## src/rtl/rcn_pkg.sv

```systemverilog
// Shared definitions for the rcn ring to Avalon bridge: slot field positions,
// slot width, FSM state encoding and a slot builder.
package rcn_pkg;

  localparam int RCN_W    = 69;
  localparam int VLD_B    = 68;
  localparam int PEND_B   = 67;
  localparam int WR_B     = 66;
  localparam int ID_LSB   = 60;
  localparam int ID_W     = 6;
  localparam int MASK_LSB = 56;
  localparam int MASK_W   = 4;
  localparam int ADDR_LSB = 34;
  localparam int ADDR_W   = 22;
  localparam int SEQ_LSB  = 32;
  localparam int SEQ_W    = 2;
  localparam int DATA_LSB = 0;
  localparam int DATA_W   = 32;

  localparam logic [7:0]        TMO_LIMIT    = 8'd255;
  localparam logic [DATA_W-1:0] TIMEOUT_DATA = 32'hDEADBEEF;

  typedef enum logic [1:0] {
    ST_IDLE,
    ST_ISSUE,
    ST_RDWAIT,
    ST_RESP
  } state_e;

  function automatic logic [RCN_W-1:0] rcn_slot(
    input logic              vld,
    input logic              pend,
    input logic              wr,
    input logic [ID_W-1:0]   id,
    input logic [MASK_W-1:0] mask,
    input logic [ADDR_W-1:0] addr,
    input logic [SEQ_W-1:0]  seq,
    input logic [DATA_W-1:0] data
  );
    return {vld, pend, wr, id, mask, addr, seq, data};
  endfunction

endpackage

```

## src/rtl/rcn2avalon_if.sv

```systemverilog
// Avalon-MM master bus bundle used by the rcn2avalon bridge.
interface rcn2avalon_if;
  import rcn_pkg::*;

  logic [ADDR_W-1:0] av_address;
  logic              av_read;
  logic              av_write;
  logic [3:0]        av_byteenable;
  logic [DATA_W-1:0] av_writedata;
  logic              av_waitrequest;
  logic [DATA_W-1:0] av_readdata;
  logic              av_readdatavalid;

  modport master (
    output av_address, av_read, av_write, av_byteenable, av_writedata,
    input  av_waitrequest, av_readdata, av_readdatavalid
  );

  modport slave (
    input  av_address, av_read, av_write, av_byteenable, av_writedata,
    output av_waitrequest, av_readdata, av_readdatavalid
  );

endinterface

```

## src/rtl/rcn2avalon_timer.sv

```systemverilog
// Stall watchdog for rcn2avalon: counts while run_i is high, clears otherwise,
// and flags expiry on the limit count. Only built with RCN2AVALON_TIMEOUT_EN.
module rcn2avalon_timer
  import rcn_pkg::*;
(
  input  logic clk_i,
  input  logic rst_ni,
  input  logic run_i,
  output logic expired_o
);

  logic [7:0] cnt_q, cnt_d;

  always_comb begin
    cnt_d = run_i ? cnt_q + 8'd1 : 8'd0;
  end

  always_ff @(posedge clk_i) begin
    if (!rst_ni) cnt_q <= 8'd0;
    else         cnt_q <= cnt_d;
  end

  assign expired_o = run_i && (cnt_q == TMO_LIMIT);

endmodule

```

## src/rtl/rcn2avalon.sv

```systemverilog
// rcn ring node that turns pending requests in its address window into single
// Avalon-MM transactions. Optional stall timeout under RCN2AVALON_TIMEOUT_EN.
module rcn2avalon
  import rcn_pkg::*;
#(
  parameter logic [ADDR_W-1:0] ADDR_MASK = 22'h3F0000,
  parameter logic [ADDR_W-1:0] ADDR_BASE = 22'h000000
) (
  input  logic             av_clk,
  input  logic             av_rst_n,
  input  logic [RCN_W-1:0] rcn_in,
  output logic [RCN_W-1:0] rcn_out,
  rcn2avalon_if.master     av
);

  state_e            state_q, state_d;
  logic [RCN_W-1:0]  rin_q;
  logic [RCN_W-1:0]  rout_q, rout_d;
  logic [ADDR_W-1:0] addr_q, addr_d;
  logic [MASK_W-1:0] be_q, be_d;
  logic [DATA_W-1:0] wdata_q, wdata_d;
  logic              rd_q, rd_d;
  logic              wr_q, wr_d;
  logic              cap_wr_q, cap_wr_d;
  logic [ID_W-1:0]   cap_id_q, cap_id_d;
  logic [SEQ_W-1:0]  cap_seq_q, cap_seq_d;
  logic [DATA_W-1:0] cap_data_q, cap_data_d;

  logic              rin_vld, rin_pend, rin_wr, hit, accept, tmo_expired;
  logic [ID_W-1:0]   rin_id;
  logic [MASK_W-1:0] rin_mask;
  logic [ADDR_W-1:0] rin_addr;
  logic [SEQ_W-1:0]  rin_seq;
  logic [DATA_W-1:0] rin_data;

  assign rin_vld  = rin_q[VLD_B];
  assign rin_pend = rin_q[PEND_B];
  assign rin_wr   = rin_q[WR_B];
  assign rin_id   = rin_q[ID_LSB +: ID_W];
  assign rin_mask = rin_q[MASK_LSB +: MASK_W];
  assign rin_addr = rin_q[ADDR_LSB +: ADDR_W];
  assign rin_seq  = rin_q[SEQ_LSB +: SEQ_W];
  assign rin_data = rin_q[DATA_LSB +: DATA_W];

  // Only pending (request) slots are ever consumed; responses always pass.
  assign hit    = rin_vld && rin_pend && ((rin_addr & ADDR_MASK) == ADDR_BASE);
  assign accept = (rd_q || wr_q) && !av.av_waitrequest;

`ifdef RCN2AVALON_TIMEOUT_EN
  rcn2avalon_timer u_timer (
    .clk_i     (av_clk),
    .rst_ni    (av_rst_n),
    .run_i     ((state_q == ST_ISSUE) || (state_q == ST_RDWAIT)),
    .expired_o (tmo_expired)
  );
`else
  assign tmo_expired = 1'b0;
`endif

  always_comb begin
    state_d    = state_q;
    rout_d     = rin_q;
    addr_d     = addr_q;
    be_d       = be_q;
    wdata_d    = wdata_q;
    rd_d       = rd_q;
    wr_d       = wr_q;
    cap_wr_d   = cap_wr_q;
    cap_id_d   = cap_id_q;
    cap_seq_d  = cap_seq_q;
    cap_data_d = cap_data_q;
    unique case (state_q)
      ST_IDLE: begin
        if (hit) begin
          rout_d     = '0;
          addr_d     = rin_addr;
          be_d       = rin_mask;
          wdata_d    = rin_data;
          rd_d       = !rin_wr;
          wr_d       = rin_wr;
          cap_wr_d   = rin_wr;
          cap_id_d   = rin_id;
          cap_seq_d  = rin_seq;
          cap_data_d = rin_data;
          state_d    = ST_ISSUE;
        end
      end
      ST_ISSUE: begin
        if (accept) begin
          rd_d    = 1'b0;
          wr_d    = 1'b0;
          state_d = cap_wr_q ? ST_RESP : ST_RDWAIT;
        end else if (tmo_expired) begin
          rd_d       = 1'b0;
          wr_d       = 1'b0;
          cap_data_d = TIMEOUT_DATA;
          state_d    = ST_RESP;
        end
      end
      ST_RDWAIT: begin
        if (av.av_readdatavalid) begin
          cap_data_d = av.av_readdata;
          state_d    = ST_RESP;
        end else if (tmo_expired) begin
          cap_data_d = TIMEOUT_DATA;
          state_d    = ST_RESP;
        end
      end
      ST_RESP: begin
        // Wait for an empty ring slot; occupied slots keep flowing meanwhile.
        if (!rin_vld) begin
          rout_d  = rcn_slot(1'b1, 1'b0, cap_wr_q, cap_id_q, be_q, addr_q,
                             cap_seq_q, cap_data_q);
          state_d = ST_IDLE;
        end
      end
      default: state_d = ST_IDLE;
    endcase
  end

  always_ff @(posedge av_clk) begin
    if (!av_rst_n) begin
      state_q <= ST_IDLE;
      rin_q   <= '0;
      rout_q  <= '0;
      addr_q  <= '0;
      be_q    <= '0;
      wdata_q <= '0;
      rd_q    <= 1'b0;
      wr_q    <= 1'b0;
    end else begin
      state_q <= state_d;
      rin_q   <= rcn_in;
      rout_q  <= rout_d;
      addr_q  <= addr_d;
      be_q    <= be_d;
      wdata_q <= wdata_d;
      rd_q    <= rd_d;
      wr_q    <= wr_d;
    end
  end

  always_ff @(posedge av_clk) begin
    cap_wr_q   <= cap_wr_d;
    cap_id_q   <= cap_id_d;
    cap_seq_q  <= cap_seq_d;
    cap_data_q <= cap_data_d;
  end

  assign rcn_out          = rout_q;
  assign av.av_address    = addr_q;
  assign av.av_byteenable = be_q;
  assign av.av_writedata  = wdata_q;
  assign av.av_read       = rd_q;
  assign av.av_write      = wr_q;

endmodule

```

## src/flat_wrapper.sv

```systemverilog
// flat-port wrapper written by rule: the top's interface ports become plain ports
module rcn2avalon_flat import rcn_pkg::*;
#(
  parameter logic [ADDR_W-1:0] ADDR_MASK = 22'h3F0000,
  parameter logic [ADDR_W-1:0] ADDR_BASE = 22'h000000
)
  (av_clk, av_rst_n, rcn_in, rcn_out, av_av_address, av_av_read, av_av_write, av_av_byteenable, av_av_writedata, av_av_waitrequest, av_av_readdata, av_av_readdatavalid);
  rcn2avalon_if av_i ();
  input  logic av_clk;
  input  logic av_rst_n;
  input  logic [RCN_W-1:0] rcn_in;
  output logic [RCN_W-1:0] rcn_out;
  output wire logic [$bits(av_i.av_address)-1:0] av_av_address;
  output wire logic [$bits(av_i.av_read)-1:0] av_av_read;
  output wire logic [$bits(av_i.av_write)-1:0] av_av_write;
  output wire logic [$bits(av_i.av_byteenable)-1:0] av_av_byteenable;
  output wire logic [$bits(av_i.av_writedata)-1:0] av_av_writedata;
  input wire logic [$bits(av_i.av_waitrequest)-1:0] av_av_waitrequest;
  input wire logic [$bits(av_i.av_readdata)-1:0] av_av_readdata;
  input wire logic [$bits(av_i.av_readdatavalid)-1:0] av_av_readdatavalid;
  assign av_av_address = av_i.av_address;
  assign av_av_read = av_i.av_read;
  assign av_av_write = av_i.av_write;
  assign av_av_byteenable = av_i.av_byteenable;
  assign av_av_writedata = av_i.av_writedata;
  assign av_i.av_waitrequest = av_av_waitrequest;
  assign av_i.av_readdata = av_av_readdata;
  assign av_i.av_readdatavalid = av_av_readdatavalid;
  rcn2avalon #(.ADDR_MASK(ADDR_MASK), .ADDR_BASE(ADDR_BASE)) u_core (.av_clk(av_clk), .av_rst_n(av_rst_n), .rcn_in(rcn_in), .rcn_out(rcn_out), .av(av_i));
endmodule
```

## config.mk

```make
export PLATFORM = sky130hd
export DESIGN_NAME = rcn2avalon_flat
export DESIGN_NICKNAME = d
export VERILOG_FILES = /design/src/rtl/rcn_pkg.sv /design/src/rtl/rcn2avalon_if.sv /design/src/rtl/rcn2avalon_timer.sv /design/src/rtl/rcn2avalon.sv /design/src/flat_wrapper.sv
export SDC_FILE = /design/constraint.sdc
export NUM_CORES = 1
export LEC_CHECK = 0
export ABC_AREA = 1
export CAP_MARGIN = 20
export CORE_ASPECT_RATIO = 2
export CORE_MARGIN = 4
export CORE_UTILIZATION = 48
export CTS_CLUSTER_SIZE = 28
export DETAILED_ROUTE_END_ITERATION = 6
export GPL_ROUTABILITY_DRIVEN = 0
export PLACE_DENSITY = 0.86
export SLEW_MARGIN = 20
export SYNTH_ARGS = -nofsm -noshare
export SYNTH_HDL_FRONTEND = slang
export SYNTH_HIERARCHICAL = 1
export SYNTH_SLANG_ARGS = --single-unit
```

## constraint.sdc

```tcl
create_clock -name av_clk -period 3.6 [get_ports av_clk]
set_clock_uncertainty 0.15 [all_clocks]
set_input_delay 0.72 -clock av_clk [delete_from_list [all_inputs] [get_ports av_clk]]
set_output_delay 0.72 -clock av_clk [all_outputs]
set_load 0.05 [all_outputs]
```

## Word level (Yosys, flattened, before mapping)

Index checks and enable logic that the tools add are counted.

| word-level totals | value |
|---|---|
| flip-flop bits (word level) | 241 |
| input port bits | 105 |
| output and inout port bits | 129 |
| logic and storage cells | 50 |

| operators by class | value |
|---|---|
| equality and inequality tests | 7 |
| muxes and demuxes | 17 |
| reductions and logical operators | 14 |

Operators by type and width:

| cell | count |
|---|---|
| $pmux W69 S2 | 1 |
| $mux W69 | 1 |
| $mux W68 | 1 |
| $mux W32 | 2 |
| $pmux W32 S2 | 1 |
| $logic_not A22 Y1 | 1 |
| $mux W2 | 4 |
| $pmux W2 S4 | 1 |
| $reduce_and A3 Y1 | 2 |
| $eq A2 B2 Y1 const B | 2 |
| $mux W1 | 4 |
| $ne A2 B1 Y1 const B | 2 |
| $ne A2 B2 Y1 const B | 2 |
| $pmux W1 S2 | 2 |
| $reduce_and A4 Y1 | 1 |
| $reduce_bool A2 Y1 | 2 |
| $logic_and A1 B1 Y1 | 3 |
| $eq A2 B1 Y1 const B | 1 |
| $logic_not A1 Y1 | 2 |
| $logic_not A2 Y1 | 1 |
| $reduce_and A2 Y1 | 1 |
| $logic_or A1 B1 Y1 | 1 |

## Longest topological paths before layout

| logic depth | value |
|---|---|
| depth after elaboration | 4 |
| mapped depth | 10 |
| gate-level depth less buffers | 9 |

## Least setup slack after synthesis

No wires, ideal clock.

| timing path | value |
|---|---|
| kind | reg2reg |
| start point | reg u_core.state_q[0] |
| end point | reg u_core.cap_data_q[0] (enable) |
| setup time | 0.421 ns |
| arrival | 2.296 ns |
| data required time | 3.029 ns |
| setup slack | 0.733 ns |
| cell stages (with the launch flop) | 7 |
| path buffers | 1 |
| period minus slack after synthesis | 2.867 ns |
| cells stage by stage | dfxtp_1 -> inv_1 -> ha_1 -> clkbuf_1 -> inv_1 -> nor2_1 -> nor2_1 |

| between the ends | value |
|---|---|
| cells in the longest elaborated chain, start to end | 3 |
| elaborated cells on any way between the ends | 6 |
| classes of those cells | eq/ne (3); reduce/logical (3) |

Ends and longest elaborated chain:

| item | RTL line | RTL |
|---|---|---|
| start: declaration | rcn2avalon.sv:16 | `state_e state_q, state_d;` |
| start signal: assignment | rcn2avalon.sv:132 | `state_q <= state_d;` |
| $eq A2 B2 Y1 / $logic_not A2 Y1 (equally long branches) | rcn2avalon.sv:72 | `unique case (state_q)` |
| $ne A2 B2 Y1 (no line), or another cell as far along | -- |  |
| $reduce_and A3 Y1 (no line) * | -- |  |
| end signal: assignment | rcn2avalon.sv:147 | `cap_data_q <= cap_data_d;` |
| end: declaration | rcn2avalon.sv:27 | `logic [DATA_W-1:0] cap_data_q, cap_data_d;` |

Mark *: on every way between the ends. The rest lies on a longest branch, timed or not.
A chain may end at the register's enable or synchronous reset.

## Worst setup path after layout

| timing path | value |
|---|---|
| start point | reg u_core.state_q[0] |
| end point | reg u_core.rout_q[25], in the netlist u_core/rcn_out[25] |

| between the ends | value |
|---|---|
| cells in the longest elaborated chain, start to end | 2 |
| elaborated cells on any way between the ends | 3 |
| classes of those cells | eq/ne (1); mux (1); reduce/logical (1) |

Ends and longest elaborated chain:

| item | RTL line | RTL |
|---|---|---|
| $eq A2 B2 Y1 / $logic_not A2 Y1 (equally long branches) | rcn2avalon.sv:72 |  |
| $pmux W69 S2 * | rcn2avalon.sv:72 |  |
| end signal: assignment | rcn2avalon.sv:134 | `rout_q <= rout_d;` |
| end: declaration | rcn2avalon.sv:18 | `logic [RCN_W-1:0] rout_q, rout_d;` |

Marks and branches as above.

==> reports/qor.csv <==
stage,metric,value,unit
clocking,cts_buffers,21,
synthesis,syn_avg_cell_area,8.64,um2
floorplan,chipWidth,104,um
detailed_routing,drtIter0Drc,302,
sta,setup_viol,0,
sta,worst_pin_slew,913,ps
synthesis,synth_area,0.00883,mm2
floorplan,start_util,0.485,
setup_path,endpoint_kind,flop,
setup_path,reg2reg_depth,8,
clocking,clock_path_buffers,3,
place,io_buffers,233,
sta,rsz0062_at_grt,false,
setup_path,crit_path_cell_trace,inv_1 > ha_1 > inv_1 > nand2_2 > buf_4 > a21oi_1 > o21ai_0 > a21oi_2,
grt,grt_pass1_wl,37300,um
sta,fin_setup_tns,0,ps
pwr,peakVddDrop,0.385,mV
detailed_routing,via_per_inst,5.20,
grt,grt_pass1_vias,7616,
setup_path,cpLargestDelayFamily,buffers and inverters,
setup_path,crit_cells,8,
clocking,clockRootBuffer,clkbuf_16,
detailed_routing,dr.pass1.iters,5,
floorplan,rows,70,
floorplan,die-area,0.0208,mm2
sta,maxSlewHeadroom,0.391,
synthesis,syn_nets,1132,
setup_path,cp_slowest_cell,buf_4,
sta,maxSlewViolCount,0,
layout,area_growth,34.2,%
worst_hold_path,min_path_type,reg2reg,
layout,nets,1331,
detailed_routing,drtAntennaViolNets,0,
setup_path,required,3780,ps
clocking,path_clk_slew,70,ps
detailed_routing,drc_errors,0,
grt,overflow,0,
job,cap_violations,0,
grt,grt_use_total,0.219,
pwr,p_sw_frac,0.316,
pwr,p_clk_frac,0.298,
floorplan,core_area,0.0182,mm2
setup_path,worst_setup_path_start_kind,flop,
pwr,power_density,608,mW/mm2
pwr,combPwrFrac,0.244,
clocking,h-tree-depth,1,
pwr,p_leak,4.97,nW
clocking,hold_buffers,0,
detailed_routing,avgRoutedWirePerCell,16.4,um
clocking,cts_setup_buffers,0,
sta,fmax,0.385,GHz
detailed_routing,routed_wirelength,23800,um
grt,grt_max_degree,80,
layout,drive_gt1_frac,0.0575,
floorplan,io_pins,234,
pwr,p_switching,2.28,mW
sta,finalHoldViolCount,0,
detailed_routing,vias,7550,
grt,antenna_found_initial,1,
pwr,p_seq_frac,0.459,
outcome,run_status,finished clean,
sta,min_period,2600,ps
synthesis,ys_ff_latch,241,
worst_hold_path,whs_path_depth,2,
place,dp_hpwl,16000,um
sta,period_share,0.721,
setup_path,crit_type,reg2reg,
layout,fin_util,0.651,
setup_path,slowest_delay,530,ps
setup_path,crit_arrival,2780,ps
pwr,p_int,4.93,mW
setup_path,cp_max_fo,39,
synthesis,synth.distinct_cells,26,
clocking,cts_sinks,241,
clocking,ctsResizeCount,0,
place,place_area,0.0112,mm2
setup_path,crit_buf_inv,3,
synthesis,yosysSeqAreaShare,0.593,
layout,final_area,0.0119,mm2
synthesis,ys_warn_count,6,
layout,n_fill_cell,1445,
synthesis,syn_inst,1023,
setup_path,cpMostUsedCell,inv_1,
clocking,clk_latency,490,ps
clocking,cts_tree,done,
floorplan,die_h,200,um
## sequential cells by signal, summed over array words and instances, names as in the netlist
name	count
u_core/av.av_address	22
u_core/av.av_write	1
u_core/cap_seq_q	2
u_core/av.av_read	1
u_core/rcn_out	69
u_core/av.av_writedata	32
u_core/rin_q	69
u_core/av.av_byteenable	4
u_core/cap_data_q	32
u_core/cap_id_q	6
u_core/cap_wr_q	1
u_core/state_q	2
## cells in the mapped netlist
master	count	area, um2
a21oi_1	178	891
a21oi_2	10	87.6
a31oi_1	1	6.26
buf_1	6	22.5
buf_2	16	80.1
buf_4	4	30.0
buf_6	6	67.6
clkbuf_1	36	135
dfxtp_1	200	4000
edfxtp_1	41	1230
ha_1	4	50.1
inv_1	149	559
inv_2	1	3.75
nand2_1	178	668
nand2_2	12	75.1
nand2_4	2	22.5
nand3_1	3	15.0
nand4_1	2	12.5
nor2_1	15	56.3
nor2_4	2	22.5
nor3_1	2	10.0
o2111ai_1	1	8.76
o21a_1	1	7.51
o21ai_0	135	676
o21ai_1	17	85.1
o21bai_1	1	7.51
## tightest hold or removal path, delay by kind of cell, from the launching register on
family,cells,cell delay [ps]
flops,1,320
simple gates,2,100
## cell type report
class	count	area (um2)	area share
inverter	150	563	0.0475
clock buffer	30	591	0.0498
timing repair buffer	244	2420	0.204
clock inverter	6	56.3	0.00475
antenna	1	2.50	0.000211
multi-input combinational	564	2710	0.229
tap	216	270	0.0228
sequential	241	5240	0.442
## logic make-up (layout without fill, tap and decap cells)
| kind of cell | after synthesis | in the layout | share of synthesized area |
|---|---|---|---|
| AOI/OAI and AO/OA | 344 | 344 | 0.200 |
| DFF | 241 | 241 | 0.593 |
| buffers and inverters | 218 | 430 | 0.102 |
| and+or+nand+nor | 216 | 216 | 0.0998 |
| adders and majority gates | 4 | 4 | 0.00567 |
| other | 0 | 1 | 0 |
## power groups by stage
stage	Sequential (mW)	Clock (mW)	Combinational, mW
2_1_floorplan	3.84	0	0.672
3_3_place_gp	3.35	0	1.71
3_5_place_dp	3.36	0	1.75
4_1_cts	3.31	2.20	1.76
5_1_grt	3.34	2.30	1.87
6_report	3.30	2.14	1.76
## worst paths after layout
path | startpoint | end | slack [ps]
hold / removal | u_core/av.av_address[16]$_SDFFE_PN0P_ | u_core/av.av_address[16]$_SDFFE_PN0P_ | 310
hold reg to reg | u_core/av.av_address[16]$_SDFFE_PN0P_ | u_core/av.av_address[16]$_SDFFE_PN0P_ | 310
setup / recovery | u_core/state_q[0]$_SDFFE_PN0P_ | u_core/rcn_out[25]$_SDFF_PN0_ | 1000
setup reg to reg | u_core/state_q[0]$_SDFFE_PN0P_ | u_core/rcn_out[25]$_SDFF_PN0_ | 1000
## layout by cell type (no fill, tap or decap), types with 2 or more instances in the layout
cell type	instances
nor2_4	3
clkdlybuf4s50_1	232
dfxtp_1	199
nand2_4	2
nor3_1	2
clkinv_2	3
a21oi_1	178
nor2_1	14
ha_1	3
o21ai_0	135
o21ai_1	17
a21oi_2	10
nand2_1	177
clkbuf_1	7
clkbuf_16	22
nand4_1	2
nand2_2	13
edfxtp_1	41
buf_4	11
inv_1	149
nand3_1	3
## stage by stage
step	power [mW]	setup WS, ps	hold WS [ps]	instances
detailed placement	5.11	1050	294	1415
floorplan	4.51	733	280	1023
global route	7.51	759	315	1452
global placement	5.05	1170	290	1415
CTS	7.26	985	301	1451
finish	7.21	1000	309	1452
## per-layer routing
metal  track usage  wire, um  vias up
met3        0.0335      1300       70
li1              -         -     3687
met4         0.123      1220        0
met5             0         0        -
met2         0.420     12900      277
met1         0.226      8440     3516
(Power assumes the default switching activity.)
